$ cat config.mk
export PLATFORM = sky130hd
export DESIGN_NAME = ascon_absorb_ctrl
export DESIGN_NICKNAME = d
export VERILOG_FILES = /design/src/rtl/ascon_pkg.sv /design/src/rtl/ascon_absorb_pacer.sv /design/src/rtl/ascon_absorb_ctrl.sv
export SDC_FILE = /design/constraint.sdc
export NUM_CORES = 1
export LEC_CHECK = 0
export ABC_CLOCK_PERIOD_IN_PS = 10600
export BUFFER_PORTS_ARGS = -buffer_cell sky130_fd_sc_hd__clkbuf_2
export CAP_MARGIN = 20
export CORE_ASPECT_RATIO = 0.5
export CORE_MARGIN = 2
export CORE_UTILIZATION = 35
export CTS_CLUSTER_SIZE = 10
export DETAILED_ROUTE_END_ITERATION = 8
export GPL_TIMING_DRIVEN = 1
export HOLD_SLACK_MARGIN = 0.05
export PLACE_DENSITY_LB_ADDON = 0.12
export SLEW_MARGIN = 20
export SYNTH_ARGS = -nofsm -noshare
export SYNTH_HDL_FRONTEND = slang
export SYNTH_SLANG_ARGS = --single-unit
$ cat constraint.sdc
create_clock -name i_clk -period 10.6 [get_ports i_clk]
set_input_delay 0.53 -clock i_clk [delete_from_list [all_inputs] [get_ports i_clk]]
set_output_delay 0.53 -clock i_clk [all_outputs]
set_load 0.02 [all_outputs]
$ cat src/rtl/ascon_pkg.sv
// ascon_pkg: shared mode encodings, rate constants and absorb FSM states.
package ascon_pkg;
  typedef enum logic [1:0] {
    MODE_AEAD128 = 2'b00,
    MODE_HASH256 = 2'b01,
    MODE_XOF128  = 2'b10,
    MODE_CXOF128 = 2'b11
  } mode_e;
  localparam int RATE_AEAD = 16;
  localparam int RATE_HASH = 8;
  typedef enum logic [2:0] {S_IDLE, S_FETCH, S_ISSUE, S_WAIT, S_DONE, S_ERR} state_e;
endpackage

$ cat src/rtl/ascon_absorb_pacer.sv
// ascon_absorb_pacer: permutation-latency down-counter, loaded at issue, expired at zero.
module ascon_absorb_pacer #(
  parameter int LAT = 1
) (
  input  logic i_clk,
  input  logic i_rst,
  input  logic i_load,
  output logic o_expired
);
  localparam int CW = LAT > 1 ? $clog2(LAT) : 1;
  logic [CW-1:0] r_cnt;
  always_ff @(posedge i_clk or posedge i_rst)
    if (i_rst) r_cnt <= '0;
    else r_cnt <= i_load ? CW'(LAT - 1) : (r_cnt != '0 ? r_cnt - 1'b1 : r_cnt);
  assign o_expired = r_cnt == '0;
endmodule

$ cat src/rtl/ascon_absorb_ctrl.sv
// ascon_absorb_ctrl: absorb sequencer; pulls rate-sized words and strobes the
// datapath once per block, pacing blocks against the permutation latency.
module ascon_absorb_ctrl
  import ascon_pkg::*;
#(
  parameter int               PERM_LAT = 1,
  parameter int               LEN_W    = 32,
  parameter logic [LEN_W-1:0] MAX_LEN  = 32'hFFFF_FF00
) (
  input  logic             i_clk,
  input  logic             i_rst,
  input  logic             i_start,
  input  logic             i_abort,
  input  logic [1:0]       i_mode,
  input  logic [LEN_W-1:0] i_msg_len,
  input  logic [127:0]     i_s_data,
  input  logic             i_s_valid,
  output logic             o_s_ready,
  output logic             o_busy,
  output logic             o_done,
  output logic             o_err,
  output logic             o_dp_process_en,
  output logic [1:0]       o_dp_sel_type,
  output logic [LEN_W-1:0] o_dp_data_length,
  output logic [LEN_W-1:0] o_dp_data_position,
  output logic [127:0]     o_dp_data,
  output logic             o_dp_state_sel,
  input  logic             i_dp_process_err
);
  state_e           r_state, w_next;
  logic [1:0]       r_mode;
  logic [LEN_W-1:0] r_len, r_pos, w_rem, w_rate;
  logic [LEN_W:0]   w_sum;
  logic [127:0]     r_data;
  logic             r_err, r_sel;
  logic             w_hash, w_last, w_ready, w_hs, w_expired;
  logic             w_latch, w_set_err, w_load, w_adv;
  assign w_hash  = r_mode != MODE_AEAD128;
  assign w_rate  = w_hash ? LEN_W'(RATE_HASH) : LEN_W'(RATE_AEAD);
  assign w_rem   = r_len - r_pos;
  assign w_last  = w_rem < w_rate;
  assign w_sum   = {1'b0, r_pos} + {1'b0, w_rate};
  // ready is withheld under abort so no word is consumed by a cancelled job
  assign w_ready = r_state == S_FETCH && w_rem != '0 && !i_abort;
  assign w_hs    = w_ready && i_s_valid;
  ascon_absorb_pacer #(.LAT(PERM_LAT)) u_pacer (
    .i_clk    (i_clk),
    .i_rst    (i_rst),
    .i_load   (w_load),
    .o_expired(w_expired)
  );
  always_comb begin
    w_next    = r_state;
    w_latch   = 1'b0;
    w_set_err = 1'b0;
    w_load    = 1'b0;
    w_adv     = 1'b0;
    case (r_state)
      S_IDLE: begin
        w_latch   = i_start && i_msg_len <= MAX_LEN;
        w_set_err = i_start && i_msg_len > MAX_LEN;
        w_next    = w_latch ? S_FETCH : S_IDLE;
      end
      S_FETCH: w_next = (w_rem == '0 || w_hs) ? S_ISSUE : S_FETCH;
      S_ISSUE: begin
        w_set_err = i_dp_process_err;
        w_load    = !i_dp_process_err;
        w_next    = i_dp_process_err ? S_ERR : S_WAIT;
      end
      S_WAIT: begin
        w_set_err = w_expired && !w_last && w_sum[LEN_W];
        w_adv     = w_expired && !w_last && !w_sum[LEN_W];
        w_next    = !w_expired ? S_WAIT : w_last ? S_DONE : w_sum[LEN_W] ? S_ERR : S_FETCH;
      end
      default: w_next = S_IDLE;
    endcase
    if (i_abort) begin
      w_next    = S_IDLE;
      w_latch   = 1'b0;
      w_set_err = 1'b0;
      w_load    = 1'b0;
      w_adv     = 1'b0;
    end
  end
  always_ff @(posedge i_clk or posedge i_rst)
    if (i_rst) r_state <= S_IDLE;
    else r_state <= w_next;
  always_ff @(posedge i_clk or posedge i_rst)
    if (i_rst) begin
      r_mode <= '0;
      r_len  <= '0;
      r_pos  <= '0;
      r_data <= '0;
      r_err  <= 1'b0;
      r_sel  <= 1'b0;
    end else begin
      if (w_latch) begin
        r_mode <= i_mode;
        r_len  <= i_msg_len;
        r_pos  <= '0;
        r_err  <= 1'b0;
      end else if (w_set_err) r_err <= 1'b1;
      if (w_adv) r_pos <= w_sum[LEN_W-1:0];
      if (r_state == S_FETCH && w_rem == '0) r_data <= '0;
      else if (w_hs) r_data <= w_hash ? {64'b0, i_s_data[63:0]} : i_s_data;
      r_sel <= w_next != S_IDLE && (r_sel || r_state == S_ISSUE);
    end
  assign o_s_ready          = w_ready;
  assign o_busy             = r_state != S_IDLE;
  assign o_done             = r_state == S_DONE;
  assign o_err              = r_err;
  assign o_dp_process_en    = r_state == S_ISSUE;
  assign o_dp_sel_type      = r_mode;
  assign o_dp_data_length   = r_len;
  assign o_dp_data_position = r_pos;
  assign o_dp_data          = r_data;
  assign o_dp_state_sel     = r_sel;
endmodule

# == After elaboration in Yosys (flattened, before gate mapping) ==
# Index checks and enable logic that the tools add are counted.
# word_totals
register_bits,200
wordCells,70
input_bits,168
out_inout_bits,200
# classes
bitwise_logic,1
order_cmp,3
eq_ne,4
reduce_logical,25
n_mux,26
addsub,3
# ops
cell,n
128-bit two-way mux,3
32-bit two-way mux,2
32-bit by 5-bit adder with 33-bit output,1
"32-bit > comparator, second input constant",1
"32-bit <= comparator, second input constant",1
32-bit zero test,1
32-bit by 5-bit less-than comparator with 1-bit output,1
32-bit nonzero test,1
32-bit subtractor,1
3-bit two-way mux,5
1-bit two-way mux,12
3-bit case mux with 4 select lines,1
1-bit logical AND,10
2-bit nonzero test,4
"3-bit by 2-bit == test with 1-bit output, second input constant",2
3-bit nonzero test,2
5-bit two-way mux,1
1-bit zero test,4
"3-bit by 1-bit == test with 1-bit output, second input constant",1
"3-bit == test, second input constant",1
3-bit zero test,1
1-bit case mux with 3 select lines,1
1-bit logical OR,2
2-bit two-way mux,1
2 further kinds,2

# == Logic depth before layout (Yosys ltp) ==
# depth
depth_word,11
depth_mapped,16
mapped_depth_nobuf,13

# == Cells and area by module ==
# From an unflattened synthesis, not the netlist that was laid out.
# unflattened
cells_unflattened,1030
hier_area_um2,10147.2
# by_module_without_submodules
module,instances,seq_area_each_um2,cells_each,area_per_inst_um2
ascon_absorb_ctrl,1,4904.7,1028,10136.0
ascon_absorb_pacer,1,0.0,2,11.3

# == Least setup slack after synthesis ==
# Ideal clock, no wire load.
# synth_path
path_kind,register to register
startpoint,"register r_mode[0], in the netlist o_dp_sel_type[0]"
endpoint,"register r_pos[28], in the netlist o_dp_data_position[28]"
slack_ns,6.241
required_ns,10.534
n_path_buf,2
path_stages_with_launch,16
arrival_time_ns,4.292
path_cell_list,dfrtp_1 -> or2_2 -> inv_1 -> clkbuf_1 -> ha_1 -> a21o_1 -> nor4b_1 -> nand4_1 -> or3_1 -> or2_2 -> nor4_1 -> nand3_1 -> and4_1 -> a21oi_1 -> clkbuf_1 -> a221o_1
# synth_via
elab_chain_len,9
elab_cells_between_ends,12
# synth_rtl
item,line,source
"start, declared",ascon_absorb_ctrl.sv:31,logic [1:0] r_mode;
"start signal, assigned",ascon_absorb_ctrl.sv:98,r_mode <= i_mode;
2-bit nonzero test (*),ascon_absorb_ctrl.sv:38,assign w_hash = r_mode != MODE_AEAD128;
5-bit two-way mux (*),ascon_absorb_ctrl.sv:39,assign w_rate = w_hash ? LEN_W'(RATE_HASH) : LEN_W'(RATE_AEAD);
32-bit by 5-bit less-than comparator with 1-bit output,ascon_absorb_ctrl.sv:41,assign w_last = w_rem < w_rate;
1-bit zero test,ascon_absorb_ctrl.sv:72,w_adv = w_expired && !w_last && !w_sum[LEN_W];
1-bit logical AND (2 in series),ascon_absorb_ctrl.sv:72,
1-bit two-way mux,ascon_absorb_ctrl.sv:58,case (r_state)
1-bit two-way mux,ascon_absorb_ctrl.sv:77,if (i_abort) begin
32-bit two-way mux / 2-bit nonzero test (equally long branches),--,
"end signal, assigned",ascon_absorb_ctrl.sv:103,if (w_adv) r_pos <= w_sum[LEN_W-1:0];
"end, declared",ascon_absorb_ctrl.sv:32,"logic [LEN_W-1:0] r_len, r_pos, w_rem, w_rate;"
# Every way passes the cells marked *; elsewhere a longest branch is shown, timed or not.
# A chain may end at the register's enable or synchronous reset.

# == Worst setup path after layout ==
# layout_path
startpoint,"register r_mode[0], in the netlist o_dp_sel_type[0]"
endpoint,"register r_pos[20], in the netlist o_dp_data_position[20]"
# Same word-level chain as after synthesis.

==> flow_metrics.py <==
metrics = {
    "outcome": {
        "status": "complete, no violations",
    },
    "floorplan": {
        "rows": 45,
        "die-height_um": 128.2,
        "core_area_um2": 30350,
        "die-area_um2": 32350,
        "pin_count": 368,
        "initial_core_util": 0.3557,
        "die_w_um": 252.4,
    },
    "pwr": {
        "pwr-share-comb": 0.395,
        "p_sw_frac": 0.4180,
        "pwr-share-seq": 0.361,
        "power.density_nw_per_um2": 209.4,
        "p_clk_frac": 0.244,
        "power.leakage_nw": 6.256,
        "p_int_mw": 1.641,
        "p_switching_mw": 1.179,
        "peakVddDrop_mv": 0.1252,
    },
    "worst_setup_path": {
        "cp-start-kind": "register",
        "critPathMaxFanout": 66,
        "required_ns": 10.99,
        "criticalPathCategory": "reg2reg",
        "end_kind": "register",
        "worstPathArrival_ns": 6.26,
    },
    "synth": {
        "syn-mean-instance-area_um2": 9.427,
        "synth_cells": 1145,
        "synth_warnings": 0,
        "yosysMostFrequentCell": "dfrtp_1",
        "ys_seq_elements": 196,
        "ys_types": 71,
        "synth.area.top_cells": "dfrtp_1 45%, a32o_1 5.9%, nand2_1 4.2%, nand3_1 4.1%, o21ai_0 3.9%",
        "synth_edf_count": 0,
        "syn-cell-area_um2": 10790,
        "synth_top_cell_by_area": "dfrtp_1",
        "synthTopCellsByCount": "196 x dfrtp_1, 122 x nand2_1, 88 x nand3_1",
        "async_reset_ff_frac": 1.000,
        "synth_top_area_frac": 0.4544,
        "ys_seq_area_frac": 0.4544,
        "synth_ff_type": "dfrtp_1",
    },
    "timing": {
        "max_freq_mhz": 170.5,
        "setup_viol": 0,
        "setup_slack_ns": 4.736,
        "rsz0062_at_grt": "false",
        "setup_tns_ns": 0,
        "skew_ns": 0.01424,
        "finalMaxSlewViolations": 0,
        "fin_crit_ns": 5.864,
        "post-route-period-util": 0.5532,
        "tightest_slew_ns": 1.044,
        "hold_viol": 0,
        "slew_headroom": 0.3024,
    },
    "clock_network": {
        "clock_latency_ns": 0.46,
        "numCtsBuffers": 17,
        "clk_transition_reported_paths_ns": 0.09,
        "htreeDepth": 4,
        "postCtsHoldBufs": 0,
        "cts_root_buf": "clkbuf_16",
        "cts_tree": "done",
        "postCtsResizedCells": 0,
        "cts_setup_buffers": 0,
        "clock-sinks": 196,
        "cts_buffer_depth": 2,
    },
    "route": {
        "remaining_drc_errors": 0,
        "totalWireLength_um": 39310,
        "viasPerCell": 5.757,
        "drt_pass1_iterations": 7,
        "via_count": 10760,
        "first_iter_violations": 952,
        "drt-wirelength-per-cell_um": 21.03,
        "ant_nets": 0,
    },
    "job": {
        "cap_violations": 0,
    },
    "global_routing": {
        "grt_usage": 0.2397,
        "grt_pass1_wl_um": 60120,
        "grt_pass1_vias": 10380,
        "grt_max_degree": 139,
        "antenna_found_initial": 1,
        "grt_overflow_total": 0,
    },
    "place": {
        "pre_cts_ws_ns": 4.478,
        "post-dp-hpwl_um": 28920,
        "globalplace.congestion": 0.9273,
        "port_buffers": 364,
    },
    "final_layout": {
        "drive_above_1_share": 0.3104,
        "areaGrowthSynthToFinish_pct": 24.76,
        "fin_nets": 1656,
        "n_fill_cell": 3008,
        "multi_input_area_um2": 5389,
        "ff_latch_area_um2": 4905,
        "post-route-util": 0.4437,
    },
    "min_path": {
        "min_path_type": "in2reg",
    },
}
==> cells in the final DEF (no fill, tap or decap), types with 13 or more instances in the layout <==
master / n
nor3_1: 25
clkbuf_16: 17
dfrtp_1: 196
clkbuf_2: 364
a21oi_1: 47
nand2_1: 122
inv_1: 39
a21o_1: 17
o31ai_1: 13
nor2_1: 47
o21a_1: 13
ha_1: 31
o211ai_1: 19
nor4_1: 20
mux2_2: 35
o22ai_1: 13
nand4_1: 28
o21ai_0: 85
nand3_1: 88
a32o_1: 64
==> layout make-up <==
class,instances,share of cell area
antenna,1,0.0001858
clock buffer,17,0.03159
multi-input combinational,825,0.4002
clock inverter,15,0.01338
timing repair buffer,375,0.1414
sequential,196,0.3642
inverter,41,0.01199
tap,399,0.03707
==> through the flow <==
step	std cells	hold WS, ns	power, mW	cell area, um2
6_report	1869	0.2859	2.820	13470
3_3_place_gp	1836	0.4742	2.125	12850
2_1_floorplan	1147	0.6065	1.732	10800
3_5_place_dp	1836	0.4799	2.134	12850
4_1_cts	1868	0.2720	2.828	13460
5_1_grt	1869	0.2739	2.976	13470
==> worst paths after layout <==
kind,to,cells past startpoint,slack (ns),startpoint
setup / recovery,o_dp_data_position[20],15,4.74,o_dp_sel_type[0]
hold / removal,o_dp_data[4],3,0.29,i_s_data[4]
setup reg to reg,o_dp_data_position[20],15,4.74,o_dp_sel_type[0]
hold reg to reg,o_dp_data[91],1,0.50,o_dp_data[91]
max in group asynchronous,o_dp_data[67],3,8.90,i_rst
min in group asynchronous,o_dp_data[125],2,0.30,i_rst
==> power by group through the flow <==
stage	combinational [mW]	sequential [mW]	clock, mW
finish	1.11	1.02	0.689
global route	1.20	1.04	0.735
CTS	1.11	1.02	0.702
detailed placement	1.10	1.03	0
global placement	1.10	1.02	0
floorplan	0.517	1.21	0
==> routing by layer <==
layer	vias to the layer above	routed length, um	track usage
met5	-	0	0
met4	0	1177	0.08562
met3	60	2454	0.04995
met2	401	18630	0.3878
met1	5344	17050	0.3197
li1	4954	-	-
==> state kept, by name (all words and copies together) (netlist names) <==
| register | flops |
|---|---|
| o_dp_sel_type | 2 |
| o_dp_data | 128 |
| o_dp_state_sel | 1 |
| o_dp_data_length | 32 |
| o_dp_data_position | 29 |
| o_err | 1 |
| r_state | 3 |
==> logic make-up after synthesis <==
group,count (synthesis),synth area share
xor+xnor,7,0.005680
compound gates,339,0.2235
other cells,1,0.0003474
fa+ha+maj,32,0.03779
simple gates,406,0.1896
mux,38,0.03930
flops,196,0.4544
buf+inv,126,0.04938
==> critical path, stage by stage, from the launching register on <==
cell     delay (ns)
dfrtp_1        0.39
or2_2          0.34
inv_2          0.06
buf_4          0.58
ha_1           0.27
a21o_1         0.15
nor4b_1        0.79
nand4_1        0.26
or3_1          0.42
or2_2          0.35
nor4_1         0.55
nand3_1        0.25
and4_1         0.26
buf_4          0.21
a21oi_2        0.62
a221o_1        0.27
No activity file was read; power rests on OpenSTA's default activity.
